$ cat src/rtl/vga_pkg.sv
// vga_pkg: shared 640x480@60 raster timing constants, screen geometry,
// coordinate/colour types and the palette used by the screen renderers.
package vga_pkg;

  // Horizontal timing, in pixels
  localparam int unsigned VGA_H_ACTIVE = 640;
  localparam int unsigned VGA_H_FP     = 16;
  localparam int unsigned VGA_H_SYNC   = 96;
  localparam int unsigned VGA_H_BP     = 48;
  localparam int unsigned VGA_H_TOTAL  = VGA_H_ACTIVE + VGA_H_FP + VGA_H_SYNC + VGA_H_BP;

  // Vertical timing, in lines
  localparam int unsigned VGA_V_ACTIVE = 480;
  localparam int unsigned VGA_V_FP     = 10;
  localparam int unsigned VGA_V_SYNC   = 2;
  localparam int unsigned VGA_V_BP     = 33;
  localparam int unsigned VGA_V_TOTAL  = VGA_V_ACTIVE + VGA_V_FP + VGA_V_SYNC + VGA_V_BP;

  // 50 MHz system clock divided down to the 25 MHz pixel rate
  localparam int unsigned VGA_CLK_DIV     = 2;
  // Sync pulses are active-low in the standard 640x480 mode
  localparam bit          VGA_SYNC_ACTIVE = 1'b0;

  // Visible area as seen by the renderers
  localparam int unsigned SCREEN_W = VGA_H_ACTIVE;
  localparam int unsigned SCREEN_H = VGA_V_ACTIVE;

  // Coordinates are 10 bits; bounds carry one extra bit so that a
  // boundary equal to 1024 still compares correctly.
  localparam int unsigned COORD_W = 10;
  typedef logic [COORD_W-1:0] coord_t;
  typedef logic [COORD_W:0]   bound_t;

  // 12-bit RGB444 colour shared by all renderers
  typedef logic [11:0] color_t;
  localparam color_t COLOR_BG     = 12'h000;
  localparam color_t COLOR_FG     = 12'hFFF;
  localparam color_t COLOR_ACCENT = 12'h0AF;
  localparam color_t COLOR_WARN   = 12'hF80;
  localparam color_t COLOR_WIN    = 12'h0F0;
  localparam color_t COLOR_BORDER = 12'h444;

  // True when lo <= pos < hi
  function automatic logic inWindow(input bound_t pos, input bound_t lo, input bound_t hi);
    return (pos >= lo) && (pos < hi);
  endfunction

endpackage

$ cat src/rtl/mod_counter.sv
// mod_counter: modulo-MOD up-counter with enable, synchronous active-high
// reset, a wrap strobe on the enabled terminal count, and a look-ahead of
// the value the counter will hold after the next clock edge.
module mod_counter #(
  parameter int unsigned MOD   = 2,
  parameter int unsigned WIDTH = 1
) (
  input  logic             clk_i,
  input  logic             rst_i,
  input  logic             en_i,
  output logic [WIDTH-1:0] count_o,
  output logic [WIDTH-1:0] next_o,
  output logic             wrap_o
);

  localparam logic [WIDTH-1:0] LAST = WIDTH'(MOD - 1);

  if ((MOD < 1) || (MOD > (1 << WIDTH))) begin : gCheckMod
    $error("mod_counter: MOD does not fit in WIDTH bits");
  end

  logic [WIDTH-1:0] count_q;
  logic [WIDTH-1:0] count_d;

  // Next count: hold when disabled, otherwise increment and wrap at MOD-1
  always_comb begin
    count_d = count_q;
    if (en_i) begin
      count_d = (count_q == LAST) ? '0 : count_q + WIDTH'(1);
    end
  end

  // Count register with synchronous reset
  always_ff @(posedge clk_i) begin
    if (rst_i) begin
      count_q <= '0;
    end else begin
      count_q <= count_d;
    end
  end

  assign count_o = count_q;
  assign next_o  = rst_i ? '0 : count_d;
  assign wrap_o  = en_i && (count_q == LAST);

endmodule

$ cat src/rtl/vga_timing_gen.sv
// vga_timing_gen: VGA raster timing. A clock divider produces the pixel
// enable, which steps a horizontal counter, whose wrap steps a vertical
// counter. Sync and active flags are registered from the look-ahead counts
// so they line up with x/y on the same cycle.
module vga_timing_gen
  import vga_pkg::*;
#(
  parameter int unsigned H_ACTIVE    = VGA_H_ACTIVE,
  parameter int unsigned H_FP        = VGA_H_FP,
  parameter int unsigned H_SYNC      = VGA_H_SYNC,
  parameter int unsigned H_BP        = VGA_H_BP,
  parameter int unsigned V_ACTIVE    = VGA_V_ACTIVE,
  parameter int unsigned V_FP        = VGA_V_FP,
  parameter int unsigned V_SYNC      = VGA_V_SYNC,
  parameter int unsigned V_BP        = VGA_V_BP,
  parameter int unsigned CLK_DIV     = VGA_CLK_DIV,
  parameter bit          SYNC_ACTIVE = VGA_SYNC_ACTIVE
) (
  input  logic       clk,
  input  logic       rst,
  output logic [9:0] x,
  output logic [9:0] y,
  output logic       active,
  output logic       hsync,
  output logic       vsync,
  output logic       pix_en,
  output logic       line_start,
  output logic       frame_start
);

  localparam int unsigned H_TOTAL = H_ACTIVE + H_FP + H_SYNC + H_BP;
  localparam int unsigned V_TOTAL = V_ACTIVE + V_FP + V_SYNC + V_BP;
  localparam int unsigned DIV_W   = (CLK_DIV > 1) ? $clog2(CLK_DIV) : 1;

  localparam bound_t H_ACTIVE_B   = bound_t'(H_ACTIVE);
  localparam bound_t H_SYNC_BEG_B = bound_t'(H_ACTIVE + H_FP);
  localparam bound_t H_SYNC_END_B = bound_t'(H_ACTIVE + H_FP + H_SYNC);
  localparam bound_t V_ACTIVE_B   = bound_t'(V_ACTIVE);
  localparam bound_t V_SYNC_BEG_B = bound_t'(V_ACTIVE + V_FP);
  localparam bound_t V_SYNC_END_B = bound_t'(V_ACTIVE + V_FP + V_SYNC);

  if (H_TOTAL > 1024) begin : gCheckH
    $error("vga_timing_gen: H_TOTAL exceeds 1024");
  end
  if (V_TOTAL > 1024) begin : gCheckV
    $error("vga_timing_gen: V_TOTAL exceeds 1024");
  end
  if ((CLK_DIV < 1) || (CLK_DIV > 16)) begin : gCheckDiv
    $error("vga_timing_gen: CLK_DIV must be within 1..16");
  end

  logic [DIV_W-1:0] divCount;
  logic [DIV_W-1:0] divNext;
  logic             divWrap;
  coord_t           hCount;
  coord_t           hNext;
  logic             hWrap;
  coord_t           vCount;
  coord_t           vNext;
  logic             vWrap;
  logic             unusedBits;

  logic active_q, active_d;
  logic hsync_q,  hsync_d;
  logic vsync_q,  vsync_d;

  // Pixel-rate divider: free-running, its wrap marks the last clk of a pixel
  mod_counter #(.MOD(CLK_DIV), .WIDTH(DIV_W)) uDiv (
    .clk_i   (clk),
    .rst_i   (rst),
    .en_i    (1'b1),
    .count_o (divCount),
    .next_o  (divNext),
    .wrap_o  (divWrap)
  );

  assign pix_en = divWrap && !rst;

  // Horizontal position, stepped once per pixel
  mod_counter #(.MOD(H_TOTAL), .WIDTH(COORD_W)) uH (
    .clk_i   (clk),
    .rst_i   (rst),
    .en_i    (pix_en),
    .count_o (hCount),
    .next_o  (hNext),
    .wrap_o  (hWrap)
  );

  // Vertical position, stepped when a line ends
  mod_counter #(.MOD(V_TOTAL), .WIDTH(COORD_W)) uV (
    .clk_i   (clk),
    .rst_i   (rst),
    .en_i    (hWrap),
    .count_o (vCount),
    .next_o  (vNext),
    .wrap_o  (vWrap)
  );

  assign unusedBits = ^{divCount, divNext, vWrap};

  // Decode the position the counters are about to take, so the registered
  // flags change on the same edge as x/y
  always_comb begin
    active_d = 1'b1;
    hsync_d  = !SYNC_ACTIVE;
    vsync_d  = !SYNC_ACTIVE;
    active_d = inWindow(bound_t'(hNext), '0, H_ACTIVE_B) &&
               inWindow(bound_t'(vNext), '0, V_ACTIVE_B);
    if (inWindow(bound_t'(hNext), H_SYNC_BEG_B, H_SYNC_END_B)) begin
      hsync_d = SYNC_ACTIVE;
    end
    if (inWindow(bound_t'(vNext), V_SYNC_BEG_B, V_SYNC_END_B)) begin
      vsync_d = SYNC_ACTIVE;
    end
  end

  // Registered active/sync flags; reset drops any sync pulse in progress
  always_ff @(posedge clk) begin
    if (rst) begin
      active_q <= 1'b1;
      hsync_q  <= !SYNC_ACTIVE;
      vsync_q  <= !SYNC_ACTIVE;
    end else begin
      active_q <= active_d;
      hsync_q  <= hsync_d;
      vsync_q  <= vsync_d;
    end
  end

  assign x           = hCount;
  assign y           = vCount;
  assign active      = active_q;
  assign hsync       = hsync_q;
  assign vsync       = vsync_q;
  assign line_start  = pix_en && (hCount == '0);
  assign frame_start = line_start && (vCount == '0);

endmodule
$ cat config.mk
export PLATFORM = sky130hd
export DESIGN_NAME = vga_timing_gen
export DESIGN_NICKNAME = d
export VERILOG_FILES = /design/src/rtl/vga_pkg.sv /design/src/rtl/mod_counter.sv /design/src/rtl/vga_timing_gen.sv
export SDC_FILE = /design/constraint.sdc
export NUM_CORES = 1
export LEC_CHECK = 0
export ABC_AREA = 1
export ABC_CLOCK_PERIOD_IN_PS = 2900
export BUFFER_PORTS_ARGS = -buffer_cell sky130_fd_sc_hd__clkbuf_2
export CAP_MARGIN = 20
export CORE_MARGIN = 2
export CORE_UTILIZATION = 45
export CTS_CLUSTER_DIAMETER = 40
export DETAILED_ROUTE_END_ITERATION = 8
export PLACE_DENSITY = 0.67
export SLEW_MARGIN = 5
export SYNTH_ARGS = -nofsm -noshare
export SYNTH_HDL_FRONTEND = slang
export SYNTH_SLANG_ARGS = --single-unit
$ cat constraint.sdc
create_clock -name clk -period 2.9 [get_ports clk]
set_input_delay 0.29 -clock clk [delete_from_list [all_inputs] [get_ports clk]]
set_output_delay 0.29 -clock clk [all_outputs]
set_load 0.005 [all_outputs]
# ---- Word-level counts from Yosys, hierarchy flattened
# Cells that the tools add are included.
dict set report word_totals {
  elab_cells 36
  reg_bits 24
}
dict set report op_classes {
  magnitude_cmp 6
  eq_ne 2
  reduce_logical 11
  addsub 3
  muxes 8
}
# op n
set ops {}
lappend ops {{$mux 10} 6}
lappend ops {{$add 10x1->10 const B} 2}
lappend ops {{$eq 10x10->1 const B} 2}
lappend ops {{$logic_not 10->1} 2}
lappend ops {{$lt 10x10->1 const B} 2}
lappend ops {{$lt 10x9->1 const B} 2}
lappend ops {{$ge 10x10->1 const B} 1}
lappend ops {{$ge 10x9->1 const B} 1}
lappend ops {{$logic_and 1x1->1} 7}
lappend ops {{$mux 1} 2}
lappend ops {{$reduce_or 2->1} 1}
lappend ops {{$add 1x1->1 const B} 1}
lappend ops {{$logic_not 1->1} 1}

# ---- Logic depth before layout (Yosys ltp)
dict set report depth {
  word_depth 8
  depth_mapped 13
  mapped_depth_nobuf 13
}

# ---- Cells and area by module
# From an unflattened synthesis, not the netlist that was laid out.
dict set report unflattened {
  hier_cells 204
  hier_area_um2 1353.8
}
# mod cells_per_inst instances area_each_um2
set modules_own_cells {}
lappend modules_own_cells {{mod_counter (uV)} 81 1 553.0}
lappend modules_own_cells {{mod_counter (uH)} 73 1 505.5}
lappend modules_own_cells {vga_timing_gen 46 1 252.7}
lappend modules_own_cells {{mod_counter (uDiv)} 4 1 42.5}

# ---- Worst setup path before layout
# OpenSTA, ideal clock, no wires.
dict set report synth_path {
  kind {reg-to-reg}
  from {reg uH.count_q[0], in the netlist uH.count_o[0]}
  to {reg vsync_q, in the netlist vsync}
  required_ns 2.786
  stages_incl_launch_ff 11
  slack_ns 1.357
  setup_time_ns 0.114
  t_arrival_ns 1.429
  period_less_slack_ns 1.543
  path_cell_list {dfxtp_1 > ha_1 > inv_1 > nor2_1 > nand4_2 > nand2_1 > nand3_1 > nor2_1 > inv_1 > nor2_1 > nand2_1}
}
dict set report synth_between {
  elab_chain_cells 7
  word_cells_on_any_way 8
  cone_classes {order compare (2); eq/ne (1); mux (3); reduce/logical (2)}
}
# element line_no
set synth_rtl {}
lappend synth_rtl {{from (decl)} mod_counter.sv:22} ;# logic [WIDTH-1:0] count_q;
lappend synth_rtl {{from (signal assigned)} mod_counter.sv:38} ;# count_q <= count_d;
lappend synth_rtl {{$eq 10x10->1 (*)} mod_counter.sv:44} ;# assign wrap_o = en_i && (count_q == LAST);
lappend synth_rtl {{$logic_and 1x1->1 (*)} mod_counter.sv:44}
lappend synth_rtl {{$mux 10 (*)} mod_counter.sv:28} ;# if (en_i) begin
lappend synth_rtl {{$mux 10 (*)} mod_counter.sv:43} ;# assign next_o = rst_i ? '0 : count_d;
lappend synth_rtl {{$ge 10x9->1 / $lt 10x9->1 (equally long branches)} vga_pkg.sv:45} ;# return (pos >= lo) && (pos < hi);
lappend synth_rtl {{$logic_and 1x1->1 (*)} vga_pkg.sv:45}
lappend synth_rtl {{$mux 1 (*)} vga_timing_gen.sv:112} ;# if (inWindow(bound_t'(vNext), V_SYNC_BEG_B, V_SYNC_END_B)) begin
lappend synth_rtl {{to (signal assigned)} vga_timing_gen.sv:122} ;# vsync_q <= !SYNC_ACTIVE;
lappend synth_rtl {{to (signal assigned)} vga_timing_gen.sv:126} ;# vsync_q <= vsync_d;
lappend synth_rtl {{to (decl)} vga_timing_gen.sv:65} ;# logic vsync_q, vsync_d;
# Every way passes the cells marked *; elsewhere a longest branch is shown, timed or not.
# A chain may end at the register's enable or synchronous reset.

# ---- Worst setup path after layout
dict set report layout_path {
  from {reg uV.count_q[0], in the netlist uV.count_o[0]}
  to {out frame_start}
}
dict set report layout_between {
  elab_chain_cells 2
}
# element line_no
set layout_rtl {}
lappend layout_rtl {{from (decl)} mod_counter.sv:22}
lappend layout_rtl {{from (signal assigned)} mod_counter.sv:38}
lappend layout_rtl {{$logic_not 10->1} vga_timing_gen.sv:136} ;# assign frame_start = line_start && (vCount == '0);
lappend layout_rtl {{$logic_and 1x1->1} vga_timing_gen.sv:136}
lappend layout_rtl {{to (decl)} vga_timing_gen.sv:28} ;# output logic frame_start
# No other way between the ends.

==> out/results.txt <==
PwrDens: 338 mW/mm2
Critical Path Start Type: flop
Pre-antenna DRT Iters: 4
Setup CP Type: flop to primary output
P&R area growth vs syn: 15.7%
Mapped cell area: 0.00154 mm2
Io pins: 28
Syn avg cell area: 6.30 um2
WP data required: 2.61 ns
Core area: 0.00331 mm2
Leakage: 0.940 nW
Hold crit path type: input pin to flop
Main combinational cell family by area after synthesis: simple AND/OR/NAND/NOR gates
CTS root buf: clkbuf_4
Placed Cells: 317
Yosys cell types: 32
Average vias per placed instance: 4.78
Largest net degree at the start of global routing: 15
Finished Layout Cells: 321
Simple logic cell fraction of the synthesized area: 49.1%
Vias in the first global route: 1453
Setup Buffers After CTS: 0
Setup Viol. Count Final: 0
RSZ-0062 raised after global routing: no
Initial DRC Count: 127
Xor/xnor cell area share of the yosys netlist: 1.70%
CTS resizes: 0
DP Area: 0.00173 mm2
TritonCTS Sinks: 24
Cts hold-fix bufs: 0
Worst-path clk slew: 0.13 ns
TNS Setup: 0 ns
Fin util: 53.9%
Fin. max-slew vios: 0
DRT Wirelength: 3.66 mm
Finished Cell Area: 0.00178 mm2
Clock skew: 0.00167 ns
TritonCTS clock tree: built
Num CTS Buffers: 3
CP Data Arrival Time: 1.64 ns
DR DRC count: 0
Proportion of layout cells with a drive suffix above 1: 17.1%
H-tree depth: 1
Max Fanout on Critical Path: 4
VDD IR max: 183 uV
Routed len/inst: 11.4 um
Rows: 21
Gr usage total: 19.5%
Cells after Synth: 245
Max Fclk: 518 MHz
Transition time of the tightest slew-check pin: 0.296 ns
Worst-Skew Late Latency: 0.31 ns
CP Capture Type: primary output
Final nets: 282
Clock Path Buffers: 2
First-pass GRT wire length: 6.32 mm
Placer Congestion: 0.874
Routed via count: 1535
Full die area: 0.00391 mm2
Mux share of post-synthesis cell area: 0%
# diodes: 0
Min Tclk post-route: 1.93 ns
Max-cap viol count: 0
Synth Area in Compound Gates: 2.92%
Initial antenna violation count: 0
Synth Warn #: 0
Initial core utilization: 46.6%
Yosys reg bits: 24
R2R Setup Slk: 1.09 ns
Synth Area in Adders: 3.24%
Die height: 62.6 um
Seq/Total Area, Yosys: 31.1%
Final critical-path share of the clock period: 66.5%
Syn_nets: 251
Antenna viol nets, final: 0
Max-Slew Margin vs Limit: 80.2%
Dpl hpwl: 2.95 mm
PortBufs: 27
Status: finished, final reports clean
Final hold vios: 0
GR Overflow Total: 0
Die W: 62.6 um
[final cells by class]
class	instances	area, um2
fillers	365	1530
multi-input cells	174	880
flip-flops and latches	24	480
inverters	46	179
repair buffers	27	135
well taps	46	57.6
clock inverters	1	30.0
clock buffers	3	22.5
[metal layers]
| metal | wire [um] | share of wire (%) | GRT usage (%) | up-vias |
|---|---|---|---|---|
| li1 | - | - | - | 817 |
| met1 | 1690 | 46 | 24.3 | 682 |
| met2 | 1810 | 49 | 35.6 | 31 |
| met3 | 124 | 3.4 | 1.98 | 5 |
| met4 | 30 | 0.82 | 5.00 | 0 |
| met5 | 0 | 0 | 0 | - |
[where the power goes]
group / total (mW) / internal (mW) / switching, mW
sequential: 0.336 / 0.332 / 0.00340
clock: 0.241 / 0.140 / 0.101
combinational: 0.0265 / 0.00856 / 0.0180
[final timing paths]
| path | start | end | depth (start not counted) |
|---|---|---|---|
| min | rst | uH.count_o[2] | 2 |
| max | uV.count_o[0] | frame_start | 7 |
| max reg2reg | uH.count_o[1] | vsync | 10 |
| min reg2reg | uV.count_o[1] | uV.count_o[1] | 2 |
[cell usage after synthesis, drive strengths merged]
cell     n  area, um2
nand2   77        305
inv     45        174
nor2    39        176
nand3   28        145
dfxtp   24        480
nand4    8       77.6
ha       4       50.1
nor3     3       20.0
o21ai    3       15.0
xor2     2       17.5
a211oi   1       7.51
a21oi    1       5.00
and2     1       6.26
buf      1       3.75
clkinv   1       5.00
nand3b   1       7.51
nor3b    1       7.51
nor4     1       6.26
o21bai   1       7.51
o311a    1       10.0
or2      1       6.26
xnor2    1       8.76
[logic make-up after synthesis]
family | Yosys count
buffers and inverters | 47
and+or+nand+nor | 160
adders and majority gates | 4
xor gates and xnor gates | 3
AOI/OAI and AO/OA | 7
DFF | 24
[layout by cell type, fill, tap and decap left out, types with 2 or more instances in the layout]
cell and count:
nand2_1 76, inv_1 42, nor2_1 33, nand3_1 27
clkbuf_2 27, dfxtp_1 24, nand4_1 5, ha_1 4
nor2_2 3, nor2_4 3, clkbuf_4 3, inv_4 2
nand4_2 2, o21ai_0 2, xor2_1 2, nor3_1 2
[stage by stage]
| step | setup slack, ns | hold WS (ns) | total power [mW] |
|---|---|---|---|
| after floorplan | 1.36 | 0.366 | 0.360 |
| after global placement | 1.18 | 0.525 | 0.369 |
| after detailed placement | 1.14 | 0.539 | 0.369 |
| after CTS | 0.932 | 0.246 | 0.613 |
| after global routing | 0.808 | 0.251 | 0.627 |
| final | 0.970 | 0.252 | 0.603 |
[critical path: stages (launching register included)]
cell      delay [ns]
dfxtp_1         0.37
inv_1           0.10
ha_1            0.15
inv_1           0.05
nor2_1          0.13
nand4_1         0.12
nor4_1          0.26
clkbuf_2        0.16
[sequential cells by signal, summed over array words and instances (netlist names)]
register	count
uH.count_o	10
uV.count_o	10
active	1
hsync	1
uDiv.count_o	1
vsync	1
Power figures use the tool's default switching activity.
